**config.mk**
```make
export PLATFORM = sky130hd
export DESIGN_NAME = ifu_fetch_seq
export DESIGN_NICKNAME = d
export VERILOG_FILES = /design/src/rtl/ifu_fetch_seq.sv
export SDC_FILE = /design/constraint.sdc
export NUM_CORES = 1
export LEC_CHECK = 0
export BUFFER_PORTS_ARGS = -buffer_cell sky130_fd_sc_hd__buf_4
export CAP_MARGIN = 20
export CORE_AREA = 2 2 116 118
export CTS_BUF_LIST = sky130_fd_sc_hd__clkbuf_4
export CTS_CLUSTER_DIAMETER = 30
export DETAILED_ROUTE_END_ITERATION = 8
export DIE_AREA = 0 0 118 120
export PLACE_DENSITY = 0.76
export SYNTH_ARGS = -nofsm -noshare
export SYNTH_HDL_FRONTEND = slang
export SYNTH_SLANG_ARGS = --single-unit
```
**constraint.sdc**
```tcl
create_clock -name clk_i -period 3.3 [get_ports clk_i]
set_clock_uncertainty 0.2 [all_clocks]
set_input_delay 0 -clock clk_i [delete_from_list [all_inputs] [get_ports clk_i]]
set_output_delay 0 -clock clk_i [all_outputs]
set_load 0.02 [all_outputs]
```
**src/rtl/ifu_fetch_seq.sv**
```systemverilog
// ifu_fetch_seq: single-outstanding instruction-fetch sequencer.
// Owns the fetch PC, issues one imem request at a time, holds the returned
// instruction for the predecoder and IDU, and applies EXU redirects.
module ifu_fetch_seq #(
    parameter int unsigned      PC_W     = 32,
    parameter int unsigned      INST_W   = 32,
    parameter logic [PC_W-1:0]  RESET_PC = 32'h8000_0000
) (
    input  logic              clk_i,
    input  logic              rst_n_i,
    // instruction memory request channel
    output logic              imem_req_valid_o,
    input  logic              imem_req_ready_i,
    output logic [PC_W-1:0]   imem_req_addr_o,
    // instruction memory response channel
    input  logic              imem_resp_valid_i,
    input  logic [INST_W-1:0] imem_resp_data_i,
    output logic              imem_resp_ready_o,
    // predecoder
    output logic [INST_W-1:0] pd_inst_o,
    output logic [PC_W-1:0]   pd_pc_o,
    input  logic [PC_W-1:0]   pd_pred_pc_i,
    // IDU
    output logic              id_valid_o,
    input  logic              id_ready_i,
    output logic [INST_W-1:0] id_inst_o,
    output logic [PC_W-1:0]   id_pc_o,
    output logic [PC_W-1:0]   id_pred_pc_o,
    // EXU redirect
    input  logic              redirect_valid_i,
    input  logic [PC_W-1:0]   redirect_pc_i
);

    typedef enum logic [1:0] {
        S_IDLE = 2'd0,
        S_REQ  = 2'd1,
        S_WAIT = 2'd2,
        S_HOLD = 2'd3
    } state_t;

    state_t              r_state;
    state_t              w_state_nxt;
    logic [PC_W-1:0]     r_pc;
    logic [PC_W-1:0]     w_pc_nxt;
    logic                r_drop;
    logic                w_drop_nxt;
    logic [INST_W-1:0]   r_inst;
    logic [INST_W-1:0]   w_inst_nxt;
    logic [PC_W-1:0]     r_ipc;
    logic [PC_W-1:0]     w_ipc_nxt;

    logic                w_req_fire;
    logic                w_resp_fire;
    logic                w_id_fire;

    // Handshake outputs decoded from the current state
    always_comb begin
        imem_req_valid_o  = (r_state == S_REQ);
        imem_resp_ready_o = (r_state == S_WAIT);
        // A redirect kills the held instruction in the same cycle
        id_valid_o        = (r_state == S_HOLD) & ~redirect_valid_i;
        imem_req_addr_o   = r_pc;
        pd_inst_o         = r_inst;
        pd_pc_o           = r_ipc;
        id_inst_o         = r_inst;
        id_pc_o           = r_ipc;
        id_pred_pc_o      = pd_pred_pc_i;
        w_req_fire        = imem_req_valid_o & imem_req_ready_i;
        w_resp_fire       = imem_resp_valid_i & imem_resp_ready_o;
        w_id_fire         = id_valid_o & id_ready_i;
    end

    // Next-state logic; redirect takes priority in every state but S_IDLE
    always_comb begin
        w_state_nxt = r_state;
        w_pc_nxt    = r_pc;
        w_drop_nxt  = r_drop;
        w_inst_nxt  = r_inst;
        w_ipc_nxt   = r_ipc;
        case (r_state)
            S_IDLE: begin
                // Keeps the reset-release cycle free of requests
                w_state_nxt = S_REQ;
            end
            S_REQ: begin
                if (redirect_valid_i) begin
                    w_pc_nxt = redirect_pc_i;
                end
                if (w_req_fire) begin
                    w_state_nxt = S_WAIT;
                    // Request left with the old address: its data must be dropped
                    w_drop_nxt  = redirect_valid_i;
                end
            end
            S_WAIT: begin
                if (redirect_valid_i) begin
                    w_pc_nxt = redirect_pc_i;
                    if (w_resp_fire) begin
                        w_state_nxt = S_REQ;
                        w_drop_nxt  = 1'b0;
                    end else begin
                        w_drop_nxt  = 1'b1;
                    end
                end else if (w_resp_fire) begin
                    if (r_drop) begin
                        w_drop_nxt  = 1'b0;
                        w_state_nxt = S_REQ;
                    end else begin
                        w_inst_nxt  = imem_resp_data_i;
                        w_ipc_nxt   = r_pc;
                        w_state_nxt = S_HOLD;
                    end
                end
            end
            S_HOLD: begin
                if (redirect_valid_i) begin
                    w_pc_nxt    = redirect_pc_i;
                    w_state_nxt = S_REQ;
                end else if (w_id_fire) begin
                    w_pc_nxt    = pd_pred_pc_i;
                    w_state_nxt = S_REQ;
                end
            end
            default: begin
                w_state_nxt = S_IDLE;
            end
        endcase
    end

    // State and datapath registers
    always_ff @(posedge clk_i or negedge rst_n_i) begin
        if (!rst_n_i) begin
            r_state <= S_IDLE;
            r_pc    <= RESET_PC;
            r_drop  <= 1'b0;
            r_inst  <= '0;
            r_ipc   <= '0;
        end else begin
            r_state <= w_state_nxt;
            r_pc    <= w_pc_nxt;
            r_drop  <= w_drop_nxt;
            r_inst  <= w_inst_nxt;
            r_ipc   <= w_ipc_nxt;
        end
    end

    // Fetch PC must stay word aligned; EXU and predecoder guarantee it
    a_pc_aligned: assert property (@(posedge clk_i) disable iff (!rst_n_i)
        r_pc[1:0] == 2'b00);

endmodule

```
==> impl_metrics.env <==
export IMPL_path_cells="ha_1 > nand2b_2 > buf_12 > o221a_2 > dlygate4sd3_1 > mux2i_1 > dlygate4sd3_1"
export IMPL_p_seq_frac=0.307
export IMPL_cp_buffers_inverters=3
export IMPL_crit_slowest_cell="dlygate4sd3_1"
export IMPL_total_power_uw=7710
export IMPL_nFillCells=967
export IMPL_gp_congestion=0.773
export IMPL_viasPerCell=4.48
export IMPL_port_buffers=296
export IMPL_clock_sinks=99
export IMPL_leakagePower_uw=0.00416
export IMPL_area_growth_pct=55.0
export IMPL_pwr_share_clk=0.090
export IMPL_first_pass_iters=4
export IMPL_cp_depth=7
export IMPL_crit_type="reg -> reg"
export IMPL_synth_largest_area_cell="dfrtp_1"
export IMPL_drive_gt1_frac=0.660
export IMPL_fp_dieH_um=120
export IMPL_worstSetupEndpointType="flop"
export IMPL_tns_ns=0
export IMPL_syn_num_nets=464
export IMPL_cpPeakStageDelay_ns=0.61
export IMPL_finalSetupViolations=0
export IMPL_clock_tree_root_cell="clkbuf_4"
export IMPL_report_final_slew_viol_count=0
export IMPL_gr_total_overflow=0
export IMPL_start_kind="flop"
export IMPL_cts_tree="built"
export IMPL_max_freq_mhz=344
export IMPL_multiInputGateArea_um2=1810
export IMPL_hold_depth=2
export IMPL_io_pins=297
export IMPL_slew_headroom=0.363
export IMPL_finalHoldViolations=0
export IMPL_cpLargestDelayFamily="buffers and inverters"
export IMPL_grt_setup_unrepaired="false"
export IMPL_core_um2=13000
export IMPL_grt_max_degree=78
export IMPL_dieArea_um2=14200
export IMPL_postSynthAreaPerCell_um2=14.4
export IMPL_cp_arrival_ns=3.09
export IMPL_hpwl_mm=9.19
export IMPL_start_util=0.399
export IMPL_holdWs_ns=0.00845
export IMPL_htreeDepth=3
export IMPL_clk_insertion_delay_late_ns=0.45
export IMPL_final_cells=849
export IMPL_ff_latch_area_um2=2480
export IMPL_p_comb_frac=0.603
export IMPL_clk_pin_slew_ns=0.13
export IMPL_path_max_fanout=33
export IMPL_drt_wl_total_mm=13.6
export IMPL_cts_buffers=9
export IMPL_nets=773
export IMPL_critPathRequiredTime_ns=3.48
export IMPL_row_count=42
export IMPL_fin_crit_sh=0.880
export IMPL_p_sw_frac=0.415
export IMPL_avgRoutedWirePerCell_um=16.0
export IMPL_place_inst=728
export IMPL_maxCapViolations=0
export IMPL_diodes=0
export IMPL_yosysWarnings=0
export IMPL_r2r_start="r_state[0]"
export IMPL_grt_usage=0.192
export IMPL_worstMarginPinSlew_ns=0.955
export IMPL_synthDistinctLibCells=20
export IMPL_finalCriticalPeriod_ns=2.90
export IMPL_syn_inst=359
export IMPL_antenna_found_initial=0
export IMPL_worst_path_most_repeated_cell="dlygate4sd3_1"
export IMPL_ctsResizeCount=0
export IMPL_ant_nets=0
export IMPL_vias=3806
export IMPL_grt_pass1_vias=4055
export IMPL_vdd_ir_drop_max_mv=0.414
export IMPL_drt_iter0_drc=100
export IMPL_status="finished, final reports clean"
export IMPL_yosysSeqAreaShare=0.479
export IMPL_drc_errors=0
export IMPL_setup_worst_path_start="r_state[0]"
export IMPL_fp_dieW_um=118
export IMPL_ys_seq_elements=99
export IMPL_reg2regPathDepth=7
export IMPL_grt_pass1_wl_mm=21.3
export IMPL_power_density_nw_per_um2=961
export IMPL_netlist_area_um2=5180
export IMPL_power_internal_uw=4510
export IMPL_hold_path_startpoint="pd_pred_pc_i[25]"
export IMPL_yosys_area_top_type_share=0.473
export IMPL_switchingPower_uw=3200
export IMPL_hp_class="in -> out"
export IMPL_ys_top_cells_by_area="dfrtp_1 47%, mux2_4 16%, mux2_2 15%"
export IMPL_clockBufferDepth=2
-- state kept, by name (all words and copies together) (netlist names) --
signal and count:
id_inst_o 32, id_pc_o 32, imem_req_addr_o 32, r_state 2, r_drop 1
-- metrics by stage --
| stage | setup WS, ns | utilization | cell area (um^2) |
|---|---|---|---|
| after floorplan | 1.16 | - | 5180 |
| after global placement | 0.955 | 0.525 | 6820 |
| after detailed placement | 0.859 | 0.525 | 6820 |
| after CTS | 0.413 | 0.618 | 8030 |
| after global routing | 0.264 | 0.618 | 8030 |
| final | 0.397 | 0.618 | 8030 |
-- cells in the mapped netlist --
library cell / number
mux2_1: 5
o21ai_0: 2
mux2_4: 56
inv_1: 6
buf_12: 3
nor3b_1: 1
a21oi_1: 1
ha_1: 3
nand2b_1: 2
nor3_4: 1
nand2_1: 1
a31oi_1: 2
o221a_2: 1
buf_4: 99
mux2i_1: 2
a21oi_2: 1
mux2_2: 67
dfstp_2: 1
buf_6: 7
dfrtp_1: 98
-- layout make-up --
cell class                      instances  share of cell area
Tap cell                              176              0.0274
Clock buffer                           10             0.00935
Multi-Input combinational cell        145               0.225
Timing Repair Buffer                  407               0.417
Inverter                                6             0.00281
Sequential cell                        99               0.309
Clock inverter                          6             0.00998
-- cell usage in the layout (no fill, tap or decap) --
master,instances
ha_1,3
o21ai_0,2
nand2b_2,1
dlygate4sd3_1,105
nor3_4,1
mux2_2,67
a31oi_1,2
bufinv_16,2
mux2_4,56
a21oi_1,1
clkinv_2,1
clkbuf_4,10
buf_12,2
clkinv_1,2
mux2i_1,2
nand2_1,1
inv_1,6
nand2b_1,1
nor3b_1,1
a21oi_4,1
buf_4,300
dfrtp_1,98
mux2_1,5
o221a_2,1
clkinvlp_4,1
dfstp_2,1
-- worst paths after layout --
check                                   end  slack (ns)
hold reg to reg                  id_pc_o[8]        0.34
max in group asynchronous       id_pc_o[30]        2.08
setup / recovery                 r_state[1]        0.40
min in group asynchronous      id_inst_o[9]        0.05
setup reg to reg                 r_state[1]        0.40
hold / removal             id_pred_pc_o[25]       0.008
-- power by group through the flow --
| stage | Sequential, uW | Clock [uW] | Combinational [uW] |
|---|---|---|---|
| 6_report | 2370 | 696 | 4650 |
| 5_1_grt | 2460 | 774 | 4870 |
| 4_1_cts | 2370 | 732 | 4660 |
| 3_5_place_dp | 2400 | 0 | 4460 |
| 3_3_place_gp | 2350 | 0 | 4390 |
| 2_1_floorplan | 2970 | 0 | 2390 |
-- what timing repair did --
| action | CTS | global route |
|---|---|---|
| hold buffers | 105 | 0 |
| buffers inserted | 0 | 0 |
| hold endpoints to repair | 152 | 0 |
-- per-layer routing --
layer / part of all wire / track usage / vias to the layer above
li1: - / - / 1747
met1: 0.36 / 0.208 / 1858
met2: 0.55 / 0.353 / 174
met3: 0.063 / 0.0480 / 27
met4: 0.024 / 0.0843 / 0
met5: 0 / 0 / -
-- logic make-up (layout without fill, tap and decap cells) --
group,Yosys count,count (layout),share of synthesized area
fa+ha+maj,3,3,0.00725
flops,99,99,0.479
simple gates,5,5,0.00773
mux,130,130,0.323
buf+inv,115,429,0.175
compound gates,7,7,0.00918
(Power assumes the default switching activity.)
